File: src/rtl/spi_accel_responder.sv
// spi_accel_responder: SPI mode-0 register slave exposing device ID, coherent XYZ samples and scratch bytes
module spi_accel_responder #(
  parameter int         CLK_PER_SCLK_MIN = 8,
  parameter logic [7:0] DEVID            = 8'hAD
) (
  input  logic        clk,
  input  logic        reset,
  input  logic        SCLK,
  input  logic        CS,
  input  logic        MOSI,
  output logic        MISO,
  input  logic [15:0] X_value,
  input  logic [15:0] Y_value,
  input  logic [15:0] Z_value,
  output logic        wr_valid,
  output logic [7:0]  wr_addr,
  output logic [7:0]  wr_data,
  output logic        busy
);

  localparam logic [2:0] S_IDLE   = 3'd0;
  localparam logic [2:0] S_CMD    = 3'd1;
  localparam logic [2:0] S_ADDR   = 3'd2;
  localparam logic [2:0] S_RDATA  = 3'd3;
  localparam logic [2:0] S_WDATA  = 3'd4;
  localparam logic [2:0] S_IGNORE = 3'd5;

  localparam logic [7:0] CMD_READ  = 8'h0B;
  localparam logic [7:0] CMD_WRITE = 8'h0A;

  // The synchronizer plus edge detector needs a few clk cycles per SCLK half period
  if (CLK_PER_SCLK_MIN < 6) begin : g_rate_check
    $error("spi_accel_responder: CLK_PER_SCLK_MIN too small for 2-flop synchronization");
  end

  logic [1:0]  r_sclk_sync;
  logic [1:0]  r_cs_sync;
  logic [1:0]  r_mosi_sync;
  logic        r_sclk_d;
  logic        r_cs_d;
  logic [2:0]  r_state;
  logic [2:0]  r_bit_cnt;
  logic [7:0]  r_shift_in;
  logic [7:0]  r_shift_out;
  logic [7:0]  r_addr;
  logic        r_write;
  logic        r_miso;
  logic        r_busy;
  logic        r_wr_valid;
  logic [7:0]  r_wr_addr;
  logic [7:0]  r_wr_data;
  logic [15:0] r_snap_x;
  logic [15:0] r_snap_y;
  logic [15:0] r_snap_z;
  logic [7:0]  r_scratch [16];

  logic        w_sclk;
  logic        w_cs;
  logic        w_mosi;
  logic        w_sclk_rise;
  logic        w_sclk_fall;
  logic        w_cs_fall;
  logic        w_cs_rise;
  logic        w_sample;
  logic [2:0]  w_cnt;
  logic [2:0]  w_state;
  logic [7:0]  w_byte;
  logic        w_last;
  logic [7:0]  w_rd_addr;
  logic [7:0]  w_rd_data;

  assign w_sclk      = r_sclk_sync[1];
  assign w_cs        = r_cs_sync[1];
  assign w_mosi      = r_mosi_sync[1];
  assign w_sclk_rise = w_sclk & ~r_sclk_d;
  assign w_sclk_fall = ~w_sclk & r_sclk_d;
  assign w_cs_fall   = ~w_cs & r_cs_d;
  assign w_cs_rise   = w_cs & ~r_cs_d;
  // A CS fall coinciding with an SCLK rise starts the frame and consumes that bit as command bit 7
  assign w_state     = w_cs_fall ? S_CMD : r_state;
  assign w_cnt       = w_cs_fall ? 3'd0 : r_bit_cnt;
  assign w_sample    = w_sclk_rise & ~w_cs & (w_state != S_IDLE);
  assign w_byte      = {r_shift_in[6:0], w_mosi};
  assign w_last      = w_sample & (w_cnt == 3'd7);
  // The first read byte is addressed by the byte just completing; later ones by the running pointer
  assign w_rd_addr   = (w_state == S_ADDR) ? w_byte : r_addr;

  assign MISO     = r_miso;
  assign busy     = r_busy;
  assign wr_valid = r_wr_valid;
  assign wr_addr  = r_wr_addr;
  assign wr_data  = r_wr_data;

  // Register map read mux over the frame-start snapshot and scratch bytes
  always_comb begin
    w_rd_data = 8'h00;
    case (w_rd_addr)
      8'h00:   w_rd_data = DEVID;
      8'h01:   w_rd_data = 8'h1D;
      8'h02:   w_rd_data = 8'hF2;
      8'h0E:   w_rd_data = r_snap_x[7:0];
      8'h0F:   w_rd_data = r_snap_x[15:8];
      8'h10:   w_rd_data = r_snap_y[7:0];
      8'h11:   w_rd_data = r_snap_y[15:8];
      8'h12:   w_rd_data = r_snap_z[7:0];
      8'h13:   w_rd_data = r_snap_z[15:8];
      default: w_rd_data = (w_rd_addr[7:4] == 4'h2) ? r_scratch[w_rd_addr[3:0]] : 8'h00;
    endcase
  end

  // Synchronize the SPI pins and keep one-cycle-old copies for edge detection;
  // CS resets low so a frame already in progress at reset release is never picked up mid-way
  always_ff @(posedge clk) begin
    if (reset) begin
      r_sclk_sync <= 2'b00;
      r_cs_sync   <= 2'b00;
      r_mosi_sync <= 2'b00;
      r_sclk_d    <= 1'b0;
      r_cs_d      <= 1'b0;
    end else begin
      r_sclk_sync <= {r_sclk_sync[0], SCLK};
      r_cs_sync   <= {r_cs_sync[0], CS};
      r_mosi_sync <= {r_mosi_sync[0], MOSI};
      r_sclk_d    <= w_sclk;
      r_cs_d      <= w_cs;
    end
  end

  // busy follows detected CS edges only, so it stays low until a genuine frame start
  always_ff @(posedge clk) begin
    if (reset) r_busy <= 1'b0;
    else r_busy <= w_cs_fall ? 1'b1 : w_cs_rise ? 1'b0 : r_busy;
  end

  // Frame decoder: bit sampling, FSM, address pointer, write strobe, scratch storage and MISO shifting
  always_ff @(posedge clk) begin
    if (reset) begin
      r_state     <= S_IDLE;
      r_bit_cnt   <= 3'd0;
      r_shift_in  <= 8'h00;
      r_shift_out <= 8'h00;
      r_addr      <= 8'h00;
      r_write     <= 1'b0;
      r_miso      <= 1'b0;
      r_wr_valid  <= 1'b0;
      r_wr_addr   <= 8'h00;
      r_wr_data   <= 8'h00;
      r_snap_x    <= 16'h0000;
      r_snap_y    <= 16'h0000;
      r_snap_z    <= 16'h0000;
      for (int i = 0; i < 16; i++) r_scratch[i] <= 8'h00;
    end else begin
      r_wr_valid <= 1'b0;
      if (w_cs_rise) begin
        r_state   <= S_IDLE;
        r_bit_cnt <= 3'd0;
        r_miso    <= 1'b0;
      end else begin
        if (w_cs_fall) begin
          r_state   <= S_CMD;
          r_bit_cnt <= 3'd0;
          r_snap_x  <= X_value;
          r_snap_y  <= Y_value;
          r_snap_z  <= Z_value;
        end
        if (w_sample) begin
          r_shift_in <= w_byte;
          r_bit_cnt  <= w_cnt + 3'd1;
        end
        if (w_last) begin
          case (w_state)
            S_CMD: begin
              r_state <= (w_byte == CMD_READ || w_byte == CMD_WRITE) ? S_ADDR : S_IGNORE;
              r_write <= (w_byte == CMD_WRITE);
            end
            S_ADDR: begin
              r_state     <= r_write ? S_WDATA : S_RDATA;
              r_addr      <= r_write ? w_byte : w_byte + 8'd1;
              r_shift_out <= w_rd_data;
            end
            S_RDATA: begin
              r_shift_out <= w_rd_data;
              r_addr      <= r_addr + 8'd1;
            end
            S_WDATA: begin
              if (r_addr[7:4] == 4'h2) begin
                r_scratch[r_addr[3:0]] <= w_byte;
                r_wr_valid             <= 1'b1;
                r_wr_addr              <= r_addr;
                r_wr_data              <= w_byte;
              end
              r_addr <= r_addr + 8'd1;
            end
            default: ;
          endcase
        end
        if (r_state != S_RDATA) r_miso <= 1'b0;
        else if (w_sclk_fall) begin
          r_miso      <= r_shift_out[7];
          r_shift_out <= {r_shift_out[6:0], 1'b0};
        end
      end
    end
  end

endmodule
File: config.mk
export PLATFORM = sky130hd
export DESIGN_NAME = spi_accel_responder
export DESIGN_NICKNAME = d
export VERILOG_FILES = /design/src/rtl/spi_accel_responder.sv
export SDC_FILE = /design/constraint.sdc
export NUM_CORES = 1
export LEC_CHECK = 0
export BUFFER_PORTS_ARGS = -buffer_cell sky130_fd_sc_hd__buf_2
export CAP_MARGIN = 20
export CELL_PAD_IN_SITES_DETAIL_PLACEMENT = 1
export CELL_PAD_IN_SITES_GLOBAL_PLACEMENT = 1
export CORE_MARGIN = 8
export CORE_UTILIZATION = 48
export DETAILED_ROUTE_END_ITERATION = 12
export PLACE_DENSITY_LB_ADDON = 0.1
export SYNTH_ARGS = -nofsm -noshare
export SYNTH_HDL_FRONTEND = slang
export SYNTH_SLANG_ARGS = --single-unit
File: constraint.sdc
create_clock -name clk -period 4 [get_ports clk]
set_clock_uncertainty 0.05 [all_clocks]
set_input_delay 0.8 -clock clk [delete_from_list [all_inputs] [get_ports clk]]
set_output_delay 0.8 -clock clk [all_outputs]
set_load 0.02 [all_outputs]
[After elaboration in Yosys (flattened, before gate mapping)]
Memory sizes are Yosys's and may differ from the RTL's.
Cells that the tools add are included.
W data, S select, Z words.
Storage, ports and cells
  bits in registers: 105
  bits in writable memories: 128
  input bits: 53
  output and inout port bits: 19
  logic and storage cells: 97
  memories kept: 1
Operators by class
  $add $sub $neg: 3
  equality and inequality tests: 18
  muxes and demuxes: 29
  bitwise gates (word level): 12
  reduce and logical (&&, ||, !) cells: 15
Memories
  r_scratch: words 16, width 8, read ports 1, clocked after memory_dff 0, wr ports 16, RTL line 55  | logic [7:0] r_scratch [16];
Operator list (number)
  $pmux W8 S9: 1
  $mux W8: 8
  $eq A8 B4 Y1 const B: 4
  $eq A8 B5 Y1 const B: 4
  $mux W3: 6
  $add A8 B1 Y8 const B: 2
  $pmux W8 S2: 1
  $mux W1: 11
  $eq A4 B2 Y1 const B: 2
  $eq A8 B1 Y1 const B: 1
  $eq A8 B2 Y1 const B: 1
  $logic_not A8 Y1: 1
  $reduce_or A8 Y1: 1
  $and A1 B1 Y1: 7
  $eq A3 B2 Y1 const B: 2
  $eq A3 B3 Y1 const B: 2
  $pmux W3 S2: 1
  $reduce_and A3 Y1: 2
  $reduce_or A2 Y1: 3
  $not A1 Y1: 5
  $mux W4: 1
  $reduce_and A2 Y1: 2
  $reduce_and A4 Y1: 1
  $reduce_bool A2 Y1: 2
  6 further kinds: 6

[Logic depth before layout (Yosys ltp)]
  depth in word-level cells: 12
  depth in mapped cells: 14
  gate-level depth less buffers: 12

[Least setup slack after synthesis]
Ideal clock, no wire load.
  path kind: register to register
  from: reg r_cs_sync[1]
  to: mem r_scratch[0][0], enable pin
  setup time: 309 ps
  data arrival time: 2888 ps
  required time: 3641 ps
  setup slack: 753 ps
  cell stages (with the launch flop): 15
  path buffers: 4
  clock period less this slack: 3247 ps
  cell sequence: dfxtp_1 inv_1 ha_1 buf_6 clkbuf_1 nor2b_1 ha_1 ha_1 nand2_2 nor4_4 and2b_1 buf_4 and3_1 buf_2 or2_2
RTL lines
  start, declared: RTL line 37  | logic [1:0] r_cs_sync;
  start signal, assigned: RTL line 122  | r_cs_sync <= {r_cs_sync[0], CS};
  end, declared: RTL line 55

[Worst setup path in the final report]
  from: reg r_cs_sync[1]
  to: reg r_shift_out[3]
On the way
  cells in the longest elaborated chain, start to end: 12
  elaborated cells between the ends (all ways): 31
  classes of those cells: 12 x eq/ne; 9 x mux; 6 x bitwise; 3 x reduce/logical; 1 x memory
Ends and longest elaborated chain
  $not A1 Y1 *: RTL line 77  | assign w_cs_fall = ~w_cs & r_cs_d;
  $and A1 B1 Y1 *: RTL line 77
  via w_cs_fall: RTL line 62  | logic w_cs_fall;
  $mux W3: RTL line 80  | assign w_state = w_cs_fall ? S_CMD : r_state;
  $eq A3 B2 Y1: RTL line 86, 171
  $mux W8: RTL line 86  | assign w_rd_addr = (w_state == S_ADDR) ? w_byte : r_addr;
  $mem_v2 Z16 W8 or $eq A4 B2 Y1 (tied branches)
  $mux W8: RTL line 107  | default: w_rd_data = (w_rd_addr[7:4] == 4'h2) ? r_scratch[w_rd_addr[3:0]] : 8'h00;
  $pmux W8 S9: RTL line 97  | case (w_rd_addr)
  $mux W8: RTL line 171  | case (w_state)
  $mux W8 *: RTL line 170  | if (w_last) begin
  $mux W8: RTL line 198  | else if (w_sclk_fall) begin
  $mux W8 *: RTL line 197  | if (r_state != S_RDATA) r_miso <= 1'b0;
  end signal, assigned: RTL line 179  | r_shift_out <= w_rd_data;
  end signal, assigned: RTL line 182  | r_shift_out <= w_rd_data;
  end signal, assigned: RTL line 200  | r_shift_out <= {r_shift_out[6:0], 1'b0};
  end, declared: RTL line 44  | logic [7:0] r_shift_out;
Mark *: on every way through the listed nets, which the timed path passes. The rest lies on a longest branch.
A chain may end at the register's enable or synchronous reset.

==> flow_summary_export.csv <==
group,metric,value,unit
drt,wire_per_inst,22.6,um
worst_setup_path,crit_fanout,20,
drt,first_iter_violations,647,
floorplan,row_count,56,
floorplan,fp.dieH,169,um
drt,routed_wl,34.0,mm
clock_network,cts.reportedPaths.clkPinSlew,60,ps
clock_network,cts_setup_buffers,0,
yosys,yosys.area.top_type_share,34.1,%
drt,vias_per_cell,5.73,
worst_setup_path,cp_slowest_stage_delay,710,ps
timing,relSlewSlack,40.8,%
yosys,synth_ff_type,"edfxtp_1",
placement,dp_slack,565,ps
finish,drive_above_1_share,14.8,%
finish,multi_input_area,0.00486,mm^2
worst_setup_path,rr_endpoint,"r_shift_out[3]",
floorplan,core_area,0.0233,mm^2
run,max_cap_violations,0,
worst_setup_path,path_cells,"inv_1 -> ha_4 -> or4b_4 -> mux2i_4 -> buf_4 -> nand2_1 -> a311o_1 -> a2111oi_0 -> or3_1",
yosys,synth.area.top_cells,"edfxtp_1 (34%), dfxtp_1 (19%), mux2i_1 (7.7%)",
timing,finalMaxSlewViolations,0,
finish,fin_nets,1227,
placement,dp.cells,1455,
worst_setup_path,reg2reg_slack,410,ps
finish,fin_cells,1503,
grt,grt.total_usage,23.4,%
worst_setup_path,crit_family,"simple AND/OR/NAND/NOR gates",
yosys,synth.most_common_cell,"nand2_1",
grt,grt_pass1_vias,8744,
min_path,worstHoldStart,"r_mosi_sync[0]",
worst_setup_path,worstSetupPathDepth,9,
clock_network,cts.sinks,233,
floorplan,floorplan.initialDensity,48.5,%
pwr,power,5070,uW
grt,grt_max_degree,65,
yosys,postSynthAreaPerCell,10.0,um^2
yosys,ys_seq_area_share,52.7,%
timing,hold_violations,0,
grt,antenna_found_initial,1,
pwr,p_seq_share,51.4,%
timing,finalCritPeriodShare,89.8,%
drt,vias,8613,
worst_setup_path,cp.buffers_inverters,2,
drt,drcViolationCount,0,
yosys,synthCells,1124,
yosys,yosys-top-cells-count,"nand2_1 (140), and2_1 (132), edfxtp_1 (128), nor2_1 (123), dfxtp_1 (105)",
yosys,synth_area,0.0113,mm^2
floorplan,ios,72,
drt,ant_nets,0,
clock_network,cts_made_buffers,26,
timing,rsz0062_at_grt,"no",
pwr,switching_share,21.3,%
timing,setup_ws,406,ps
yosys,syn-num-nets,1187,
yosys,yosys.area.top_type,"edfxtp_1",
pwr,power_density,400,mW/mm^2
timing,period_needed,3590,ps
timing,fin_tns_setup,0,ps
clock_network,ctsResizeCount,0,
clock_network,h-tree-depth,1,
placement,port_buffers,71,
yosys,ys_async_sr_fraction,0,%
worst_setup_path,crit_end,"r_shift_out[3]",
min_path,hold_class,"reg -> reg",
pwr,p_int,3990,uW
yosys,synth_edf_count,128,
pwr,p_sw,1080,uW
pwr,p_leak,0.00480,uW
clock_network,clk_path_buf_depth,3,
pwr,p_clk_share,45.6,%
status,status,"finished clean",
finish,ff_latch_area,0.00595,mm^2
worst_setup_path,critical_path_class,"reg -> reg",
worst_setup_path,start_kind,"register",
worst_setup_path,r2r-start,"r_cs_sync[1]",
drt,drt_first_pass_iters,5,
worst_setup_path,critPathSlowestCell,"or4b_4",
floorplan,die_w,169,um
yosys,ys_seq_elements,233,
pwr,ir_worst_vdd,0.338,mV
worst_setup_path,cp.arrival,4010,ps
yosys,synth-warning-count,0,
grt,grt_pass1_wl,52.4,mm
worst_setup_path,cp_data_required_time,4410,ps
finish,area_delta_synth_final,12.5,%
placement,dpl.hpwl,23.8,mm
clock_network,cts_root_buf,"clkbuf_16",
clock_network,clock_latency,530,ps
timing,finalSetupViolCount,0,
timing,tightest_slew,888,ps
clock_network,ctsHoldBuffers,0,
yosys,synth_cell_types,75,
timing,fmax,278,MHz
finish,insertedDiodeCount,0,
placement,gp_congestion,0.851,
worst_setup_path,reg2reg_depth,9,
finish,fill_cells,2612,
clock_network,cts_tree,"built",
grt,grt_overflow,0,
floorplan,die-area,0.0286,mm^2
worst_setup_path,startpoint,"r_cs_sync[1]",
worst_setup_path,end_kind,"register",
pwr,p_comb_share,3.0,%
==> flip-flops by register name, indices dropped and copies added (netlist names) <==
name / flops
r_bit_cnt: 3
wr_valid: 1
wr_data: 8
r_snap_z: 16
r_snap_x: 16
r_cs_sync: 2
r_shift_in: 7
r_snap_y: 16
r_shift_out: 8
r_mosi_sync: 2
r_state: 3
busy: 1
r_cs_d: 1
MISO: 1
r_write: 1
wr_addr: 8
r_sclk_sync: 2
r_scratch: 128
r_sclk_d: 1
r_addr: 8
==> power by group through the flow <==
| stage | combinational, uW | sequential [uW] | clock [uW] |
|---|---|---|---|
| 2_1_floorplan | 94.1 | 2640 | 0 |
| 3_3_place_gp | 149 | 2660 | 0 |
| 3_5_place_dp | 151 | 2660 | 0 |
| 4_1_cts | 152 | 2610 | 2350 |
| 5_1_grt | 165 | 2610 | 2440 |
| 6_report | 151 | 2610 | 2310 |
==> worst reg2reg max path, cell delays in order (launching register included) <==
cell       delay [ps]
dfxtp_1           360
inv_1             100
ha_4              200
or4b_4            710
mux2i_4           600
buf_4             380
nand2_1           120
a311o_1           370
a2111oi_0         470
or3_1             180
==> per-stage QoR <==
| step | util [%] | hold WS [ps] | area (um^2) |
|---|---|---|---|
| 2_1_floorplan | - | 364 | 11300 |
| 3_3_place_gp | 51.0 | 372 | 11900 |
| 3_5_place_dp | 51.0 | 385 | 11900 |
| 4_1_cts | 54.5 | 397 | 12700 |
| 5_1_grt | 54.5 | 418 | 12700 |
| 6_report | 54.5 | 393 | 12700 |
==> worst min path at each step <==
stage / endpoint / cells past startpoint / slack (ps)
final: r_mosi_sync[1] / 1 / 390
after CTS: r_mosi_sync[1] / 1 / 400
after global placement: r_cs_sync[1] / 1 / 370
after floorplan: r_cs_sync[1] / 1 / 360
after global routing: r_cs_sync[1] / 1 / 420
after detailed placement: r_mosi_sync[1] / 1 / 390
==> placed cells by master, fill, tap and decap left out, types with 6 or more instances in the layout <==
cell type  instances
and3_1            26
buf_2             70
dfxtp_1          105
o21ai_0           17
nor3_1            11
nor2b_1           17
or2_2             17
a32oi_1            7
and2_1           132
inv_1             10
ha_1               9
a22oi_1           12
nand3_1           42
clkinv_1           6
clkbuf_16         27
nor2_1           123
a31oi_1           15
xnor2_1            6
clkbuf_1           8
buf_4             36
nand2_1          140
mux2i_1           86
edfxtp_1         128
a21oi_1           23
nand4_1           11
==> cell type report <==
type | count | area share, %
Clock buffer | 35 | 5.56
Clock inverter | 13 | 0.849
Inverter | 10 | 0.296
Multi-Input combinational cell | 787 | 38.4
Sequential cell | 233 | 46.9
Tap cell | 319 | 3.15
Timing Repair Buffer | 106 | 4.89
==> layer usage <==
metal,track usage (%),vias to the layer above,wire [um]
met1,34.2,4279,16000
met3,4.09,48,2190
met5,0,-,13
met4,4.89,2,654
met2,35.8,268,15100
li1,-,4016,-
==> cell families after synthesis <==
group | after synthesis | synth area share (%)
XOR/XNOR | 10 | 0.777
AND/OR/NAND/NOR | 549 | 24.6
AO/OA/AOI/OAI | 125 | 7.82
adder cells (fa/ha/maj) | 10 | 1.11
multiplexers | 93 | 8.66
flip-flops | 233 | 52.7
buffers and inverters | 104 | 4.31
Note: power is estimated with default switching activity, not from simulation.
